$ cat config.mk
export PLATFORM = sky130hd
export DESIGN_NAME = fetch_unit
export DESIGN_NICKNAME = d
export VERILOG_FILES = /design/src/rtl/fetch_unit.sv
export SDC_FILE = /design/constraint.sdc
export NUM_CORES = 1
export LEC_CHECK = 0
export BUFFER_PORTS_ARGS = -buffer_cell sky130_fd_sc_hd__buf_2
export CAP_MARGIN = 20
export CORE_MARGIN = 2
export CORE_UTILIZATION = 58
export CTS_BUF_LIST = sky130_fd_sc_hd__clkbuf_16
export DETAILED_ROUTE_END_ITERATION = 6
export PLACE_DENSITY = 0.87
export SETUP_SLACK_MARGIN = 0.4
export SLEW_MARGIN = 20
export SYNTH_ARGS = -nofsm -noshare
export SYNTH_HDL_FRONTEND = slang
export SYNTH_SLANG_ARGS = --single-unit
$ cat constraint.sdc
create_clock -name clk -period 4.2 [get_ports clk]
set_clock_uncertainty 0.15 [all_clocks]
set_input_delay 0.63 -clock clk [delete_from_list [all_inputs] [get_ports clk]]
set_output_delay 0.63 -clock clk [all_outputs]
set_load 0.02 [all_outputs]
$ cat src/rtl/fetch_unit.sv
// Instruction fetch stage: issues word reads to the instruction bus, holds the
// fetched word across pipeline stalls, tracks branch redirects and halts on a jump to 0.
module fetch_unit #(
    parameter logic [31:0] RESET_VECTOR = 32'hBFC00000
) (
    input  logic        clk,
    input  logic        reset,
    input  logic        stall,
    input  logic        branch_taken,
    input  logic [31:0] branch_target,
    output logic [31:0] instr_address,
    output logic        instr_read,
    input  logic        instr_waitrequest,
    input  logic [31:0] instr_readdata,
    output logic [31:0] instruction_fetch,
    output logic        fetch_valid,
    output logic [31:0] program_counter_plus_four_fetch,
    output logic        HALT_fetch,
    output logic        bus_stall_request
);

    localparam int unsigned XLEN = 32;

    typedef enum logic [1:0] {
        S_FETCH  = 2'd0,
        S_HOLD   = 2'd1,
        S_HALTED = 2'd2
    } state_e;

    state_e            state_q, state_d;
    logic [XLEN-1:0]   pc_q, pc_d;
    logic [XLEN-1:0]   hold_buffer_q, hold_buffer_d;
    logic [XLEN-1:0]   redirect_target_q, redirect_target_d;
    logic              redirect_pending_q, redirect_pending_d;

    logic [XLEN-1:0]   pc_plus4;
    logic [XLEN-1:0]   target_aligned;
    logic [XLEN-1:0]   load_addr;
    logic              load_pc;
    logic              accept;

    assign pc_plus4       = pc_q + XLEN'(4);
    assign target_aligned = branch_target & ~XLEN'(3);

    // The bus is only driven while out of reset so an in-flight read is dropped at once.
    assign instr_read = reset && (state_q == S_FETCH);
    assign accept     = instr_read && !instr_waitrequest;

    // Next-state: decide whether the pc is reloaded and from where.
    always_comb begin
        state_d            = state_q;
        pc_d               = pc_q;
        hold_buffer_d      = hold_buffer_q;
        redirect_target_d  = redirect_target_q;
        redirect_pending_d = redirect_pending_q;
        load_pc            = 1'b0;
        load_addr          = pc_plus4;

        case (state_q)
            S_FETCH: begin
                if (instr_waitrequest) begin
                    if (branch_taken && !stall) begin
                        redirect_pending_d = 1'b1;
                        redirect_target_d  = target_aligned;
                    end
                end else if (redirect_pending_q) begin
                    load_pc            = 1'b1;
                    load_addr          = redirect_target_q;
                    redirect_pending_d = 1'b0;
                end else if (stall) begin
                    hold_buffer_d = instr_readdata;
                    state_d       = S_HOLD;
                end else begin
                    load_pc   = 1'b1;
                    load_addr = branch_taken ? target_aligned : pc_plus4;
                end
            end
            S_HOLD: begin
                if (!stall) begin
                    load_pc   = 1'b1;
                    load_addr = branch_taken ? target_aligned : pc_plus4;
                end
            end
            default: ;
        endcase

        // Address 0 is the halt marker and is never fetched.
        if (load_pc) begin
            pc_d    = load_addr;
            state_d = (load_addr == '0) ? S_HALTED : S_FETCH;
        end
    end

    always_ff @(posedge clk or negedge reset) begin
        if (!reset) begin
            state_q            <= S_FETCH;
            pc_q               <= RESET_VECTOR;
            hold_buffer_q      <= '0;
            redirect_target_q  <= '0;
            redirect_pending_q <= 1'b0;
        end else begin
            state_q            <= state_d;
            pc_q               <= pc_d;
            hold_buffer_q      <= hold_buffer_d;
            redirect_target_q  <= redirect_target_d;
            redirect_pending_q <= redirect_pending_d;
        end
    end

    // Accepted data goes straight to decode unless it belongs to a squashed path.
    assign fetch_valid       = (accept && !redirect_pending_q) || (state_q == S_HOLD);
    assign instruction_fetch = (state_q == S_HOLD) ? hold_buffer_q : instr_readdata;
    assign instr_address     = pc_q;
    assign program_counter_plus_four_fetch = pc_plus4;
    assign HALT_fetch        = (state_q == S_HALTED);
    assign bus_stall_request = instr_read && instr_waitrequest;

endmodule

==> flow_summary.yaml, run 1 <==
outcome:
  status: "completed"
layout:
  register_area_sq_um: 2439
  drive_gt1_share_pct: 33.80
  finalCoreUtilization_pct: 71.47
  fill_cells: 765
  stdcell_area_sq_um: 7378
  n_antenna_cell: 0
  nNetsFinal: 920
  area_growth_pct: 19.83
  multi_input_area_sq_um: 3467
timing:
  fin_ws_ns: 0.8098
  hold_viol_final: 0
  setup_viol: 0
  finalCriticalPeriod_ns: 3.390
  slew_headroom_pct: 28.90
  drv_slew: 0
  fmax_mhz: 295.0
  post-route-period-util_pct: 80.72
  tightest_slew_ns: 1.062
  rsz0062_at_grt: "no"
  tns_ns: 0
cts:
  clkSlewWorstSetupHoldPaths_ns: 0.07
  worstSkewPairLatency_ns: 0.34
  cts.sinks: 97
  numCtsBuffers: 9
  clk_path_buf_depth: 2
  cts.repair.resized: 0
  holdBufCountCts: 0
  root_buffer: "clkbuf_16"
  cts-htree-levels: 3
  postCtsSetupBuffers: 0
  cts_tree: "done"
placement:
  post-place-ws_ns: 0.7924
  detailed_place_hpwl_microns: 14590
  gp_congestion: 0.9593
  io_buffer_count: 166
  dpl_cell_area_sq_um: 7089
critical_path:
  reg2reg_depth: 8
  cp_max_fo: 8
  crit_required_ns: 3.42
  cp-end-kind: "primary output"
  worstPathArrival_ns: 2.61
  start_kind: "flop"
  critPathKind: "reg2out"
route:
  drt_iter0_drc: 596
  wl_per_cell_microns: 19.85
  drcViolationCount: 0
  drt_wl_total_microns: 19670
  vias: 6186
  drtAntennaViolNets: 0
  viasPerCell: 6.242
  first_pass_iters: 7
grt:
  grt_pass1_wl_microns: 31080
  antenna_found_initial: 0
  grt_pass1_vias: 5896
  grt.total_usage_pct: 35.03
  grt_overflow: 0
  grt_max_degree: 69
power_and_ir_drop:
  ir_drop_v: 0.0001964
  p_leak_nw: 3.664
  power_density_nw_per_um2: 278.5
die:
  die_x_microns: 107.0
  ios: 169
  dieArea_sq_um: 11460
  initial_core_util_pct: 59.64
  design.core.area_sq_um: 10320
  die_h_microns: 107.0
  row_count: 37
yosys:
  synth-seq-area-share_pct: 39.61
  syn_avg_cell_area_sq_um: 8.758
  synth_ff_type: "dfrtp_1"
  netlist_area_sq_um: 6157
  syn-instance-count: 703
  synthesis.nets: 773
  synth_edf_count: 0
  ys_ff_latch: 97
  yosys_warnings: 0
  synth_cell_types: 71
  async_flop_share_pct: 100.0
flow_run:
  max_cap_viol_count: 0
worst_hold_path:
  hold_class: "in2async"
==> power by group <==
group          internal [mW]  switching (mW)
clock network          0.457           0.356
logic                 0.0956           0.163
registers              0.957          0.0260
total                   1.51           0.546
==> critical path, stage by stage (launching register included) <==
cell     delay [ns]
dfrtp_1        0.45
nand3_1        0.27
nor4_1         0.70
nand3_1        0.18
xnor2_1        0.41
buf_2          0.25
==> layout by cell type, fill, tap and decap left out, types with 7 or more instances in the layout <==
master	n
buf_2	165
nand2_1	154
dfrtp_1	88
mux2_2	61
o21ai_0	44
nor2_1	39
nand3_1	26
a21oi_1	26
buf_4	20
xnor2_1	18
nand4_1	14
inv_1	12
a22o_1	10
and3_1	9
nand2b_1	9
clkbuf_16	9
dfstp_2	9
nor3_1	8
nor4_1	8
o22ai_1	8
and4_1	7
o31ai_1	7
==> flip-flops by register name, summed over array words and instances, names as in the netlist <==
register and flops:
hold_buffer_q 32, instr_address 32, redirect_target_q 30, state_q 2, redirect_pending_q 1
==> stage by stage <==
stage / instances / hold slack, ns / power, mW
2_1_floorplan: 703 / 0.1844 / 1.128
3_3_place_gp: 975 / 0.3334 / 1.246
3_5_place_dp: 975 / 0.3404 / 1.255
4_1_cts: 991 / 0.07855 / 2.063
5_1_grt: 991 / 0.09442 / 2.129
6_report: 991 / 0.06335 / 2.055
==> cell type report <==
type / instances / area share, %
clock buffers: 9 / 3.052
clock inverters: 7 / 0.8648
inverters: 10 / 0.5087
multi-input cells: 547 / 46.99
flip-flops and latches: 97 / 33.05
well taps: 136 / 2.306
repair buffers: 185 / 13.23
==> cells by family after synthesis <==
family | synth area share, %
AOI/OAI and AO/OA | 17.17
muxes | 11.32
xor gates and xnor gates | 3.272
buffers and inverters | 4.125
and+or+nand+nor | 24.30
DFF | 39.61
adders and majority gates | 0.2032
==> final timing paths <==
path                                                from                             endpoint  slack (ns)
max                         instr_address[6]$_DFFE_PN0P_  program_counter_plus_four_fetch[17]        0.81
min                                                reset         instr_address[7]$_DFFE_PN0P_        0.06
max reg2reg                       state_q[0]$_DFFE_PN0P_               state_q[1]$_DFFE_PN0P_        0.90
min reg2reg                instr_address[31]$_DFFE_PN1P_        instr_address[31]$_DFFE_PN1P_        0.36
max in group asynchronous                          reset         instr_address[0]$_DFFE_PN0P_        2.61
min in group clk           instr_address[31]$_DFFE_PN1P_        instr_address[31]$_DFFE_PN1P_        0.36
==> layer usage <==
metal  part of all wire, %  GRT usage (%)  up-vias
li1                      -              -     2839
met5                     0              0        -
met3                    10          6.505       52
met1                    40          47.65     2915
met4                   3.5          15.86        0
met2                    46          54.48      380
==> synth_stat cells (2+ instances only) <==
cell       number  area share [%]
a221oi_1        6            0.85
o221ai_1        4            0.57
nor4_1          8            0.81
xnor2_1        18             2.6
and3_1          9            0.91
nand3_1        26             2.1
nand2_1       154             9.4
a31o_2          2            0.28
o211ai_1        4            0.49
a31oi_1         5            0.51
mux2_2         61              11
and4_1          7             1.0
a22o_1         10             1.4
or4_1           2            0.24
buf_2          13             1.1
inv_1          10            0.61
o21a_1          2            0.24
nor2_1         39             2.4
and2_1          2            0.20
buf_4           2            0.24
a21oi_1        26             2.1
or3_1           4            0.41
a211oi_2        2            0.41
a2bb2oi_1       6            0.85
o21ai_0        44             3.6
dfstp_2         9             3.8
nor3_1          8            0.65
dfrtp_1        88              36
nand4_1        14             1.4
a22oi_1         4            0.49
o32ai_1         2            0.28
nor2b_1         7            0.71
clkbuf_1       24             1.5
or2_2           3            0.30
buf_1           8            0.49
a21boi_0        2            0.24
o22ai_1         8            0.81
nand2b_1        9            0.91
o31a_1          4            0.57
o31ai_1         7            0.85
a222oi_1        2            0.33
o221a_2         3            0.55
xor2_1          5            0.71
or4b_1          3            0.49
No activity file was read; power rests on OpenSTA's default activity.
==> run 2, diff against run 1 <==
--- a/config.mk
+++ b/config.mk
@@ -8,10 +8,10 @@
 export BUFFER_PORTS_ARGS = -buffer_cell sky130_fd_sc_hd__buf_2
 export CAP_MARGIN = 20
 export CORE_MARGIN = 2
-export CORE_UTILIZATION = 58
+export CORE_UTILIZATION = 48
 export CTS_BUF_LIST = sky130_fd_sc_hd__clkbuf_16
 export DETAILED_ROUTE_END_ITERATION = 6
-export PLACE_DENSITY = 0.87
+export PLACE_DENSITY = 0.77
 export SETUP_SLACK_MARGIN = 0.4
 export SLEW_MARGIN = 20
 export SYNTH_ARGS = -nofsm -noshare
==> constraint.sdc (replaced) <==
create_clock -name clk -period 2.9 [get_ports clk]
set_clock_uncertainty 0.15 [all_clocks]
set_input_delay 0.435 -clock clk [delete_from_list [all_inputs] [get_ports clk]]
set_output_delay 0.435 -clock clk [all_outputs]
set_load 0.02 [all_outputs]
==> flow_summary.yaml, run 2 (synthesized netlist as in run 1, its figures left out) <==
outcome:
  status: "completed"
timing:
  slew_headroom_pct: 56.30
  rsz0062_at_grt: "yes"
  tightest_slew_ns: 0.6555
  drv_slew: 0
  fmax_mhz: 375.7
  tns_ns: 0
  post-route-period-util_pct: 91.78
  finalCriticalPeriod_ns: 2.662
  hold_viol_final: 0
  setup_viol: 0
  hold_ws_ns: 0.1780
  fin_ws_ns: 0.2384
layout:
  nNetsFinal: 998
  mostFrequentLayoutCell: "buf_2"
  area_growth_pct: 38.81
  layout_common_cells: "153 x buf_2, 152 x nand2_1, 97 x buf_4"
  n_antenna_cell: 0
  finalCoreUtilization_pct: 68.00
  drive_gt1_share_pct: 47.37
cts:
  worstSkewPairLatency_ns: 0.35
  clkSlewWorstSetupHoldPaths_ns: 0.07
  clk_path_buf_depth: 2
  cts.sinks: 97
  root_buffer: "clkbuf_16"
  cts-htree-levels: 3
  numCtsBuffers: 9
  cts_tree: "done"
placement:
  io_buffer_count: 166
  gp_congestion: 0.9138
  detailed_place_hpwl_microns: 14410
  post-place-ws_ns: 0.08927
die:
  design.core.area_sq_um: 12570
  ios: 169
  initial_core_util_pct: 48.99
  die_h_microns: 117.3
  row_count: 41
  die_x_microns: 117.3
  dieArea_sq_um: 13750
route:
  drt_wl_total_microns: 21390
  drtAntennaViolNets: 0
  viasPerCell: 5.925
  drcViolationCount: 0
  drt_iter0_drc: 765
  first_pass_iters: 6
  wl_per_cell_microns: 19.35
  vias: 6547
critical_path:
  cp-end-kind: "primary output"
  cp_max_fo: 4
  crit_required_ns: 2.32
  start_kind: "flop"
  cp_slowest_stage_delay_ns: 0.49
  worstPathArrival_ns: 2.08
  path_cells: "and4_2 -> nand4_1 -> or4_4 -> nand2_2 -> buf_6"
  path_buf_inv: 1
  critPathKind: "reg2out"
  cp_slowest_cell: "or4_4"
  path_delay_family: "simple AND/OR/NAND/NOR gates"
grt:
  grt_max_degree: 51
  grt.total_usage_pct: 30.01
  antenna_found_initial: 1
  grt_pass1_wl_microns: 31640
  grt_pass1_vias: 5943
  grt_overflow: 0
power_and_ir_drop:
  power_mw: 3.011
  power_density_nw_per_um2: 352.3
  p_leak_nw: 4.245
  ir_drop_v: 0.0002728
worst_hold_path:
  hold_class: "in2reg"
flow_run:
  max_cap_viol_count: 0
## run 2: path summary, 6_finish.rpt
path	startpoint	endpoint	slack [ns]	depth (start not counted)
max	instr_address[15]$_DFFE_PN0P_	program_counter_plus_four_fetch[29]	0.24	5
min	instr_readdata[1]	hold_buffer_q[1]$_DFFE_PN0P_	0.18	2
max reg2reg	instr_address[3]$_DFFE_PN0P_	state_q[1]$_DFFE_PN0P_	0.32	10
min reg2reg	hold_buffer_q[14]$_DFFE_PN0P_	hold_buffer_q[14]$_DFFE_PN0P_	0.36	1
max in group asynchronous	reset	instr_address[16]$_DFFE_PN0P_	1.16	3
min in group asynchronous	reset	redirect_target_q[5]$_DFFE_PN0P_	0.41	2
## run 2: power by group
part,leakage (nW),internal [mW],switching [mW]
clock,0.144,0.652,0.501
sequential,1.25,1.39,0.0378
combinational,2.85,0.178,0.254
total,4.25,2.22,0.793
## run 2: cell type report
cell class / instances / area, sq um
Timing Repair Buffer: 263 / 1673
Fill cell: 976 / 4021
Clock buffer: 9 / 225.2
Multi-Input combinational cell: 547 / 3876
Inverter: 10 / 37.54
Clock inverter: 7 / 53.80
Tap cell: 172 / 215.2
Sequential cell: 97 / 2466
## run 2: routing by layer
layer / vias up / part of all wire, % / track usage, %
met5: - / 0 / 0
met4: 0 / 3.3 / 13.41
met3: 56 / 9.9 / 5.870
met2: 415 / 47 / 46.55
met1: 3089 / 40 / 40.86
li1: 2987 / - / -
## run 2: metrics by stage
stage | cell area [sq um] | instances
after CTS | 8249 | 1090
after global placement | 7352 | 1032
after floorplan | 6182 | 703
after global routing | 8547 | 1105
after detailed placement | 7352 | 1032
final | 8547 | 1105
## run 2: repair_timing
action                                 in CTS  in global routing
hold buffers                                1                  0
endpoints found under the hold margin      24                  0
resized for setup                          84                 37
pin swaps                                  17                 22
buffers inserted                           41                 15
setup endpoints to repair                  25                 28
